## config.mk

```make
export PLATFORM = sky130hd
export DESIGN_NAME = rotate_seq_ctrl
export DESIGN_NICKNAME = d
export VERILOG_FILES = /design/src/rtl/rotate_seq_ctrl.sv
export SDC_FILE = /design/constraint.sdc
export NUM_CORES = 1
export LEC_CHECK = 0
export ABC_AREA = 1
export CAP_MARGIN = 20
export CORE_MARGIN = 1
export CORE_UTILIZATION = 35
export CTS_BUF_LIST = sky130_fd_sc_hd__clkbuf_16
export DETAILED_ROUTE_END_ITERATION = 6
export DONT_BUFFER_PORTS = 1
export MAX_ROUTING_LAYER = met4
export PLACE_DENSITY = 0.6
export SLEW_MARGIN = 0
export SYNTH_ARGS = -nofsm -noshare
export SYNTH_HDL_FRONTEND = slang
export SYNTH_SLANG_ARGS = --single-unit
```

## constraint.sdc

```tcl
create_clock -name clk -period 2.95 [get_ports clk]
set_clock_uncertainty 0.2 [all_clocks]
set_input_delay 0.885 -clock clk [delete_from_list [all_inputs] [get_ports clk]]
set_output_delay 0.885 -clock clk [all_outputs]
set_load 0.02 [all_outputs]
```

## src/rtl/rotate_seq_ctrl.sv

```systemverilog
// Sequencer for the Keccak rho datapath: per state it loads a file, walks 25 lanes
// with their rho offsets, then writes the result, for NUM_FILES consecutive indices.
module rotate_seq_ctrl #(
  parameter int NUM_FILES = 8,
  parameter int IDX_W     = 10
) (
  input  logic             clk,
  input  logic             rst,
  input  logic             start_i,
  input  logic [IDX_W-1:0] base_index_i,
  input  logic             read_done_i,
  output logic             read_file_o,
  output logic [4:0]       lane_sel_o,
  output logic [5:0]       rot_amt_o,
  output logic             lane_we_o,
  output logic             write_file_o,
  output logic [IDX_W-1:0] file_index_o,
  output logic             busy_o,
  output logic             done_o
);

  localparam int CNT_W = (NUM_FILES > 1) ? $clog2(NUM_FILES) : 1;

  typedef enum logic [2:0] {S_IDLE, S_READ, S_WAIT, S_ROT, S_WRITE, S_DONE} state_e;

  state_e           state_q, state_d;
  logic [4:0]       lane_q, lane_d;
  logic [IDX_W-1:0] idx_q, idx_d;
  logic [CNT_W-1:0] cnt_q, cnt_d;
  logic             last_file;

  // Termination depends only on the run counter so file_index may wrap freely.
  assign last_file = (cnt_q == CNT_W'(NUM_FILES - 1));

  function automatic logic [5:0] rho(input logic [4:0] lane);
    case (lane)
      5'd0:  rho = 6'd0;   5'd1:  rho = 6'd1;   5'd2:  rho = 6'd62;
      5'd3:  rho = 6'd28;  5'd4:  rho = 6'd27;  5'd5:  rho = 6'd36;
      5'd6:  rho = 6'd44;  5'd7:  rho = 6'd6;   5'd8:  rho = 6'd55;
      5'd9:  rho = 6'd20;  5'd10: rho = 6'd3;   5'd11: rho = 6'd10;
      5'd12: rho = 6'd43;  5'd13: rho = 6'd25;  5'd14: rho = 6'd39;
      5'd15: rho = 6'd41;  5'd16: rho = 6'd45;  5'd17: rho = 6'd15;
      5'd18: rho = 6'd21;  5'd19: rho = 6'd8;   5'd20: rho = 6'd18;
      5'd21: rho = 6'd2;   5'd22: rho = 6'd61;  5'd23: rho = 6'd56;
      5'd24: rho = 6'd14;
      default: rho = 6'd0;
    endcase
  endfunction

  always_ff @(posedge clk) begin
    if (rst) begin
      state_q <= S_IDLE;
      lane_q  <= '0;
      idx_q   <= '0;
      cnt_q   <= '0;
    end else begin
      state_q <= state_d;
      lane_q  <= lane_d;
      idx_q   <= idx_d;
      cnt_q   <= cnt_d;
    end
  end

  always_comb begin
    state_d = state_q;
    lane_d  = lane_q;
    idx_d   = idx_q;
    cnt_d   = cnt_q;
    case (state_q)
      S_IDLE: if (start_i) begin
        state_d = S_READ;
        idx_d   = base_index_i;
        cnt_d   = '0;
      end
      S_READ: state_d = S_WAIT;
      S_WAIT: if (read_done_i) begin
        state_d = S_ROT;
        lane_d  = '0;
      end
      S_ROT: if (lane_q == 5'd24) begin
        state_d = S_WRITE;
        lane_d  = '0;
      end else begin
        lane_d = lane_q + 5'd1;
      end
      S_WRITE: if (last_file) begin
        state_d = S_DONE;
      end else begin
        state_d = S_READ;
        cnt_d   = cnt_q + CNT_W'(1);
        idx_d   = idx_q + IDX_W'(1);
      end
      S_DONE:  state_d = S_IDLE;
      default: state_d = S_IDLE;
    endcase
  end

  always_comb begin
    read_file_o  = (state_q == S_READ);
    lane_we_o    = (state_q == S_ROT);
    write_file_o = (state_q == S_WRITE);
    done_o       = (state_q == S_DONE);
    busy_o       = (state_q != S_IDLE);
    lane_sel_o   = lane_q;
    rot_amt_o    = (state_q == S_ROT) ? rho(lane_q) : 6'd0;
    file_index_o = idx_q;
  end

endmodule

```

After elaboration in Yosys (flattened, before gate mapping)
Memory sizes are Yosys's and may differ from the RTL's. A register that Yosys moved wholly into a read port is not among the register bits.
Index checks and enable logic that the tools add are counted.
{"block": "totals", "output_inout_bits": 26, "input_bits": 14, "rom_bits": 192, "ff_bits": 21, "word_cells": 43, "mem_count": 1, "ram_bits": 0, "latchBits": 0}
{"block": "op_classes", "eq_ne": 11, "bitwise": 0, "shifts": 0, "muxes": 17, "n_addsub": 3, "n_reduce_logical": 7, "multipliers": 0, "n_div": 0, "n_lt_le_gt_ge": 0}
{"memory": "(no name shown)", "depth": 32, "width": 6, "rd": 1, "rd_ports_with_merged_regs": 1, "wr": 0, "line": "36", "rtl": "case (lane)"}
{"operator": "10-bit two-way mux", "count": 2}
{"operator": "5-bit two-way mux", "count": 4}
{"operator": "10-bit case mux with 2 select lines", "count": 1}
{"operator": "3-bit two-way mux", "count": 6}
{"operator": "3-bit case mux with 5 select lines", "count": 1}
{"operator": "10-bit by 1-bit adder with 10-bit output, second input constant", "count": 1}
{"operator": "5-bit case mux with 2 select lines", "count": 1}
{"operator": "3-bit equality test, second input constant", "count": 3}
{"operator": "3-bit by 2-bit equality test with 1-bit output, second input constant", "count": 2}
{"operator": "6-bit two-way mux", "count": 1}
{"operator": "2-bit != test, second input constant", "count": 3}
{"operator": "3-bit case mux with 2 select lines", "count": 1}
{"operator": "3-bit AND reduction", "count": 2}
{"operator": "5-bit by 1-bit adder with 5-bit output, second input constant", "count": 1}
{"operator": "5-bit equality test, second input constant", "count": 1}
{"operator": "2-bit nonzero test", "count": 2}
{"operator": "3-bit by 1-bit adder with 3-bit output, second input constant", "count": 1}
{"operator": "3-bit by 1-bit equality test with 1-bit output, second input constant", "count": 1}
{"operator": "3-bit logical NOT", "count": 1}
{"operator": "3-bit nonzero test", "count": 1}
{"operator": "2-bit by 1-bit != test with 1-bit output, second input constant", "count": 1}
{"operator": "2-bit AND reduction", "count": 1}

Longest topological paths before layout
Gate-level depths: netlist of run 1.
{"block": "logic_depth", "ltp_word": 5, "mapped_depth": 16, "mapped_depth_nobuf": 16}

Worst setup path before layout of run 1
No wires, ideal clock.
{"block": "synth_timing", "kind": "in2reg", "start": "input read_done_i", "end": "register (tool-made name)", "setup_ns": 0.114, "setup_slack_ns": 0.529, "t_required_ns": 2.636, "n_path_buf": 0, "t_arrival_ns": 2.106, "cell_stages": 13, "path_cell_list": "inv_1 -> nand2_1 -> nand2_1 -> nand2_1 -> a21oi_2 -> inv_1 -> ha_1 -> inv_1 -> nand3_1 -> nand3_1 -> nand2_1 -> nand2_1 -> nand2_1"}
{"item": "from (decl)", "line": "11", "rtl": "input logic read_done_i,"}

Worst setup path after layout of run 1
{"block": "layout_timing", "start": "register state_q[2]", "end": "output done_o"}
{"block": "layout_via", "elab_chain_len": 1}
{"item": "from (decl)", "line": "26", "rtl": "state_e state_q, state_d;"}
{"item": "from (signal assigned)", "line": "57", "rtl": "state_q <= state_d;"}
{"item": "3-bit equality test", "line": "102", "rtl": "done_o = (state_q == S_DONE);"}
{"item": "to (decl)", "line": "19", "rtl": "output logic done_o"}
Every way passes these cells.

==> results of run 1 <==
## through the flow
stage | util | total power, mW | hold slack, ns
floorplan | - | 0.828 | 0.247
CTS | 0.393 | 1.21 | 0.271
finish | 0.393 | 1.19 | 0.268
global placement | 0.379 | 0.879 | 0.251
detailed placement | 0.379 | 0.883 | 0.259
global route | 0.393 | 1.28 | 0.292
## how the worst max path moves through the flow
| stage | endpoint | cells after the start | slack [ns] |
|---|---|---|---|
| after global routing | done_o | 2 | 0.34 |
| after floorplan | register | 13 | 0.53 |
| after detailed placement | register | 13 | 0.38 |
| after global placement | register | 13 | 0.41 |
| after CTS | done_o | 2 | 0.43 |
| final | done_o | 2 | 0.44 |
## power breakdown
part / switching, mW / internal [mW]
Clock: 0.137 / 0.183
Sequential: 0.118 / 0.420
Combinational: 0.232 / 0.106
## area by class of cell
cell class                 instances  share of cell area
sequential                        27               0.251
timing repair buffer               6              0.0209
clock inverter                     1             0.00233
multi-input combinational        236               0.579
tap                               72              0.0419
clock buffer                       3              0.0349
inverter                          40              0.0698
## critical path: cells and delay by family, from the launching register on
kind	cells	cell delay, ns
buffers and inverters	1	0.14
AND/OR/NAND/NOR	1	0.54
flip-flops	1	0.47
## metal layers
metal / vias to the layer above / wire, um
li1: 995 / -
met1: 854 / 2200
met2: 48 / 2110
met3: 8 / 266
met4: 0 / 67
met5: - / 0
## logic make-up (layout without fill, tap and decap cells)
group,count (synthesis),in the layout,share of synthesized area
buffers and inverters,47,50,0.0979
adder cells (fa/ha/maj),9,9,0.0569
AND/OR/NAND/NOR,188,188,0.458
flip-flops,27,27,0.273
AO/OA/AOI/OAI,38,38,0.110
XOR/XNOR,1,1,0.00442
## cell usage in the layout, fill, tap and decap left out, drive strengths merged
cell / n
a2111oi: 1
a211oi: 1
a21oi: 13
a31oi: 3
buf: 6
clkbuf: 3
clkinv: 2
dfxtp: 27
ha: 9
inv: 39
nand2: 94
nand3: 36
nand3b: 2
nand4: 2
nor2: 48
nor3: 3
nor3b: 1
o211a: 1
o21ai: 17
o22ai: 1
o311ai: 1
or2: 2
xnor2: 1
==> impl_metrics.yaml, run 1 <==
cts:
  root_buffer: "clkbuf_16"
  post_cts_buffers: 0
  cts_buffer_depth: 2
  numCtsBuffers: 3
  insertion_delay_ns: 0.26
  postCtsHoldBufs: 0
  cts_tree: "yes"
  cts_resized: 0
  clock_sinks: 27
  clkTransAtPathRegs_ns: 0.08
  ctsHtreeMaxLevel: 1
sta:
  period_minus_slack_ns: 2.51
  setup_viol: 0
  finalWorstSetupSlack_ns: 0.438
  finalHoldViolCount: 0
  tightest_slew_ns: 0.640
  post-route-period-util: 0.852
  max_slew_margin: 0.570
  rsz0062_at_grt: "no"
  setup_tns_ns: 0
  fmax_mhz: 398
  slew_viol_final: 0
grt:
  antenna_found_initial: 0
  grt_pass1_wl_um: 8030
  grtUsageMet1: 0.204
  grt_max_degree: 22
  gr-total-overflow: 0
  use_met3: 0.0345
  busiest_layer: "met2"
  met2_usage: 0.273
  grt_pass1_vias: 1767
  track_usage: 0.168
synthesis:
  synth_nets: 333
  synth_top_area_frac: 0.273
  ys_top_cells_by_count: "nand2_1, nor2_1, inv_1, nand3_1, dfxtp_1"
  synthFlopType: "dfxtp_1"
  synthCells: 310
  async_reset_ff_frac: 0
  yosysMostFrequentCell: "nand2_1"
  netlist_area_um2: 1980
  ys_ff_latch: 27
  syn_avg_cell_area_um2: 6.39
  yosysWarnings: 0
  synth_edf_count: 0
  ys_seq_area_frac: 0.273
  yosysTopAreaCell: "dfxtp_1"
  synthDistinctLibCells: 33
  synthTopCellsByArea: "dfxtp_1, nand2_1, nand3_1"
route:
  via_count: 1905
  vias_per_cell: 4.95
  wl_per_cell_um: 12.1
  routed_wl_um: 4640
  drt_iter0_markers: 81
  dr.pass1.iters: 4
  drtAntennaViolNets: 0
  drc_errors: 0
worst_setup_path:
  critPathCaptureType: "output pin"
  crit_start: "state_q[2]$_SDFFE_PP0P_"
  ff2ff_path_depth: 12
  worst_setup_path_start_kind: "register"
  crit_type: "reg -> out"
  rrSetupSlack_ns: 0.64
  critPathRequiredTime_ns: 1.87
  cp_slowest_cell: "nor3_1"
  crit_chain: "inv_2, nor3_1"
  r2r_start: "state_q[1]$_SDFFE_PP0P_"
  cp_slowest_stage_delay_ns: 0.54
  cp_max_fo: 7
  crit_arrival_ns: 1.43
pwr:
  cellPowerDensity_nw_per_um2: 555
  power.leakage_nw: 0.994
  max-vdd-ir-drop_v: 0.000293
floorplanning:
  core.rowCount: 27
  die_h_um: 77.2
  fp.dieW_um: 77.2
  die-area_um2: 5960
  ios: 40
  initial_core_util: 0.362
  core_area_um2: 5470
place:
  place_ws_ns: 0.376
  dpl-instance-area_um2: 2070
  portBuffers: 0
  gp_congestion: 0.909
  dpl.cell_count: 381
  dpl.hpwl_um: 3560
cells_and_area:
  area_growth_pct: 8.65
  sequential_cell_area_um2: 541
  finalNonFillerCells: 385
  multi_input_area_um2: 1250
  drive_gt1_frac: 0.147
  final_nets: 337
  num-fill-cells: 593
  final_area_um2: 2150
  antenna_cells: 0
job:
  max-cap-violations: 0
hold_path:
  hold_start: "cnt_q[2]$_SDFFE_PP0P_"
  holdPathStages: 2
  holdCritPathClass: "reg -> reg"
  hold_end: "cnt_q[2]$_SDFFE_PP0P_"
run_status:
  outcome: "complete, no violations"
Power figures use the tool's default switching activity.
==> run 2: changes to the inputs <==
CORE_ASPECT_RATIO = 0.8   (was unset)
clock period = 2.6 ns   (was 2.95 ns; I/O delays follow)
==> impl_metrics.yaml, run 2 (same netlist as run 1, synthesis figures left out) <==
pwr:
  cellPowerDensity_nw_per_um2: 629
  max-vdd-ir-drop_v: 0.000268
  power.leakage_nw: 1.02
sta:
  fmax_mhz: 421
  setup_tns_ns: 0
  finalHoldViolCount: 0
  rsz0062_at_grt: "no"
  post-route-period-util: 0.915
  finalWorstSetupSlack_ns: 0.222
  setup_viol: 0
  max_slew_margin: 0.740
  tightest_slew_ns: 0.389
  period_minus_slack_ns: 2.38
  slew_viol_final: 0
cells_and_area:
  antenna_cells: 0
  final_area_um2: 2200
  area_growth_pct: 11.1
  finalNonFillerCells: 396
  final_nets: 342
  drive_gt1_frac: 0.160
  final_common_cell: "nand2_1"
  final_cell_mix: "nand2_1, nor2_1, inv_1, nand3_1, dfxtp_1"
route:
  drtAntennaViolNets: 0
  drt_iter0_markers: 132
  via_count: 1920
  routed_wl_um: 4720
  wl_per_cell_um: 11.9
  drc_errors: 0
  vias_per_cell: 4.85
  dr.pass1.iters: 4
cts:
  postCtsHoldBufs: 0
  post_cts_buffers: 0
  cts_resized: 0
  root_buffer: "clkbuf_16"
  cts_buffer_depth: 2
  clock_sinks: 27
  clkTransAtPathRegs_ns: 0.07
  insertion_delay_ns: 0.27
  cts_tree: "yes"
  ctsHtreeMaxLevel: 1
  numCtsBuffers: 3
floorplanning:
  fp.dieW_um: 86.1
  core_area_um2: 5470
  die-area_um2: 5970
  initial_core_util: 0.362
  core.rowCount: 24
  ios: 40
  die_h_um: 69.3
grt:
  track_usage: 0.176
  antenna_found_initial: 0
  gr-total-overflow: 0
  grt_pass1_wl_um: 8340
  grt_max_degree: 22
  grt_pass1_vias: 1762
worst_setup_path:
  crit_chain: "inv_2, nand3_2, nor2_1"
  crit_buf_inv: 1
  crit_arrival_ns: 1.40
  r2r_start: "state_q[1]$_SDFFE_PP0P_"
  rrSetupSlack_ns: 0.32
  crit_type: "reg -> out"
  critPathCaptureType: "output pin"
  critPathRequiredTime_ns: 1.62
  cp_slowest_stage_delay_ns: 0.38
  crit_cells: 3
  worst_setup_path_start_kind: "register"
  cp_max_fo: 8
  ff2ff_path_depth: 13
  cp_slowest_cell: "dfxtp_1"
  cp_top_family: "simple AND/OR/NAND/NOR gates"
hold_path:
  hold_start: "cnt_q[2]$_SDFFE_PP0P_"
  hold_end: "cnt_q[2]$_SDFFE_PP0P_"
  holdCritPathClass: "reg -> reg"
  holdPathStages: 2
job:
  max-cap-violations: 0
place:
  gp_congestion: 0.895
  dpl.hpwl_um: 3580
  dpl.cell_count: 392
  place_ws_ns: 0.174
  dpl-instance-area_um2: 2120
  portBuffers: 0
run_status:
  outcome: "complete, no violations"
[run 2: cell count changes in the layout (fill, tap and decap cells not counted), sizes merged]
cell and delta:
clkinv -1, buf +5, inv +1
[run 2: layer usage]
layer  share of wire  vias up  GRT usage  wire [um]
li1                -     1005          -          -
met1            0.54      872      0.257       2540
met2            0.40       40      0.242       1890
met3           0.053        3     0.0381        252
met4          0.0059        0     0.0500         28
met5               0        -          -          0
[run 2: cell type report]
type | instances | area (um2)
inverter | 40 | 150
clock buffer | 3 | 75.1
clock inverter | 1 | 8.76
multi-input combinational | 236 | 1250
fill | 599 | 3260
sequential | 27 | 541
tap | 78 | 97.6
timing repair buffer | 11 | 82.6
[run 2: worst max-delay path by stage]
stage                         to                  startpoint
floorplan               register  lane_sel_o[0]$_SDFFE_PP0N_
global placement        register                 read_done_i
detailed placement      register                 read_done_i
CTS                 rot_amt_o[4]     state_q[2]$_SDFFE_PP0P_
global route            register  lane_sel_o[0]$_SDFFE_PP0N_
finish              rot_amt_o[4]     state_q[2]$_SDFFE_PP0P_
[run 2: per-stage QoR]
step           total power [mW]  hold slack, ns  utilization
3_5_place_dp               1.02           0.258        0.387
6_report                   1.38           0.266        0.403
2_1_floorplan             0.940           0.247            -
4_1_cts                    1.39           0.270        0.403
3_3_place_gp               1.02           0.251        0.387
5_1_grt                    1.48           0.286        0.403
[run 2: worst min-delay path, stage by stage, from the launching register on]
cell and delay, ns:
dfxtp_1 0.32, nand2_1 0.06, a21oi_1 0.05
[run 2: where the power goes]
part | total [mW] | internal, mW | leakage [nW] | switching, mW
Clock | 0.372 | 0.213 | 0.0415 | 0.159
Combinational | 0.411 | 0.134 | 0.759 | 0.277
Sequential | 0.602 | 0.476 | 0.221 | 0.126
Total | 1.38 | 0.823 | 1.02 | 0.561
==> run 3: changes to the inputs <==
CELL_PAD_IN_SITES_DETAIL_PLACEMENT = 1   (was unset)
CELL_PAD_IN_SITES_GLOBAL_PLACEMENT = 1   (was unset)
CTS_CLUSTER_SIZE = 16   (was unset)
PLACE_DENSITY = 0.76   (was 0.6)
==> impl_metrics.yaml, run 3 (same netlist as run 1, synthesis figures left out) <==
run_status:
  outcome: "complete, no violations"
cells_and_area:
  final_nets: 342
  finalNonFillerCells: 396
  num-fill-cells: 770
  drive_gt1_frac: 0.157
  final_common_cell: "nand2_1"
  antenna_cells: 0
  area_growth_pct: 10.9
  final_cell_mix: "nand2_1, nor2_1, inv_1"
grt:
  gr-total-overflow: 0
  track_usage: 0.195
  grt_max_degree: 22
  grt_pass1_wl_um: 9200
  antenna_found_initial: 0
  grt_pass1_vias: 1978
worst_setup_path:
  critPathRequiredTime_ns: 1.62
  worst_setup_path_start_kind: "register"
  cp_slowest_stage_delay_ns: 0.41
  rrSetupSlack_ns: 0.32
  critPathCaptureType: "output pin"
  r2r_start: "state_q[1]$_SDFFE_PP0P_"
  cp_top_family: "simple AND/OR/NAND/NOR gates"
  crit_arrival_ns: 1.44
  cp_max_fo: 10
  cp_slowest_cell: "dfxtp_1"
  crit_chain: "nor2_2, inv_2, nor2_4, buf_4"
  crit_type: "reg -> out"
  ff2ff_path_depth: 12
  crit_buf_inv: 2
hold_path:
  hold_end: "cnt_q[2]$_SDFFE_PP0P_"
  holdCritPathClass: "reg -> reg"
  hold_start: "cnt_q[2]$_SDFFE_PP0P_"
  holdPathStages: 2
job:
  max-cap-violations: 0
pwr:
  finalPower_mw: 1.37
  power.leakage_nw: 1.02
  p_switching_mw: 0.557
  cellPowerDensity_nw_per_um2: 625
  switching_share: 0.405
  internal_power_mw: 0.817
  power_frac_comb: 0.306
  p_clk_frac: 0.257
  max-vdd-ir-drop_v: 0.000238
  power_frac_seq: 0.437
route:
  wl_per_cell_um: 13.4
  vias_per_cell: 4.91
  drt_iter0_markers: 112
  drc_errors: 0
  via_count: 1943
  drtAntennaViolNets: 0
  routed_wl_um: 5290
  dr.pass1.iters: 4
place:
  portBuffers: 0
  gp_congestion: 0.823
  dpl.hpwl_um: 4090
  dpl.cell_count: 392
  place_ws_ns: 0.145
floorplanning:
  die-area_um2: 5970
  ios: 40
  die_h_um: 69.3
  initial_core_util: 0.362
  core_area_um2: 5470
  core.rowCount: 24
  fp.dieW_um: 86.1
sta:
  finalHoldViolCount: 0
  finalWorstSetupSlack_ns: 0.183
  slew_viol_final: 0
  rsz0062_at_grt: "no"
  tightest_slew_ns: 0.388
  post-route-period-util: 0.930
  fmax_mhz: 414
  setup_viol: 0
  period_minus_slack_ns: 2.42
  setup_tns_ns: 0
  max_slew_margin: 0.741
cts:
  cts_resized: 0
  ctsHtreeMaxLevel: 1
  post_cts_buffers: 0
  cts_buffer_depth: 2
  cts_tree: "yes"
  postCtsHoldBufs: 0
  clock_sinks: 27
  root_buffer: "clkbuf_16"
  numCtsBuffers: 3
  insertion_delay_ns: 0.26
  clkTransAtPathRegs_ns: 0.07
[run 3: cell counts in the layout (fill, tap and decap cells not counted)]
Identical to the previous run, type by type.
[run 3: stage by stage]
stage / hold slack (ns) / utilization / instance area, um2
2_1_floorplan: 0.247 / - / 1980
3_3_place_gp: 0.251 / 0.387 / 2120
3_5_place_dp: 0.258 / 0.387 / 2120
4_1_cts: 0.269 / 0.402 / 2200
5_1_grt: 0.305 / 0.402 / 2200
6_report: 0.266 / 0.402 / 2200
[run 3: area by class of cell]
type,instances,area (um2),area share
inverters,40,150,0.0684
flip-flops and latches,27,541,0.246
well taps,78,97.6,0.0444
multi-input cells,236,1250,0.568
clock buffers,3,75.1,0.0342
repair buffers,11,82.6,0.0376
clock inverters,1,3.75,0.00171
[run 3: worst reg2reg max path: stages (launching register included)]
cell and delay [ns]:
dfxtp_1 0.52, nand2_2 0.12, nor2_4 0.24, nand3_2 0.16, a21oi_2 0.17, inv_1 0.10
ha_1 0.30, inv_1 0.06, nand3_1 0.07, nand3_1 0.09, nand2_1 0.05, nand2_1 0.06
nand2_1 0.05
[run 3: worst max path at each step]
stage                                from      endpoint  slack, ns  cells after the start
2_1_floorplan  lane_sel_o[0]$_SDFFE_PP0N_      register       0.24                     15
3_3_place_gp                  read_done_i      register       0.20                     13
3_5_place_dp                  read_done_i      register       0.14                     14
4_1_cts           state_q[1]$_SDFFE_PP0P_  write_file_o       0.18                      4
5_1_grt           state_q[1]$_SDFFE_PP0P_  write_file_o       0.10                      4
6_report          state_q[1]$_SDFFE_PP0P_  write_file_o       0.18                      4
[run 3: routing by layer]
layer	vias up	track usage	share of wire
li1	1009	-	-
met1	910	0.268	0.53
met2	22	0.302	0.44
met3	2	0.0345	0.028
met4	0	0.0389	0.0055
met5	-	-	0
[run 3: power groups by stage]
stage | combinational [mW] | clock [mW] | sequential [mW]
after floorplan | 0.334 | 0 | 0.605
after global placement | 0.410 | 0 | 0.609
after detailed placement | 0.423 | 0 | 0.610
after CTS | 0.426 | 0.369 | 0.601
after global routing | 0.475 | 0.381 | 0.611
final | 0.420 | 0.353 | 0.600
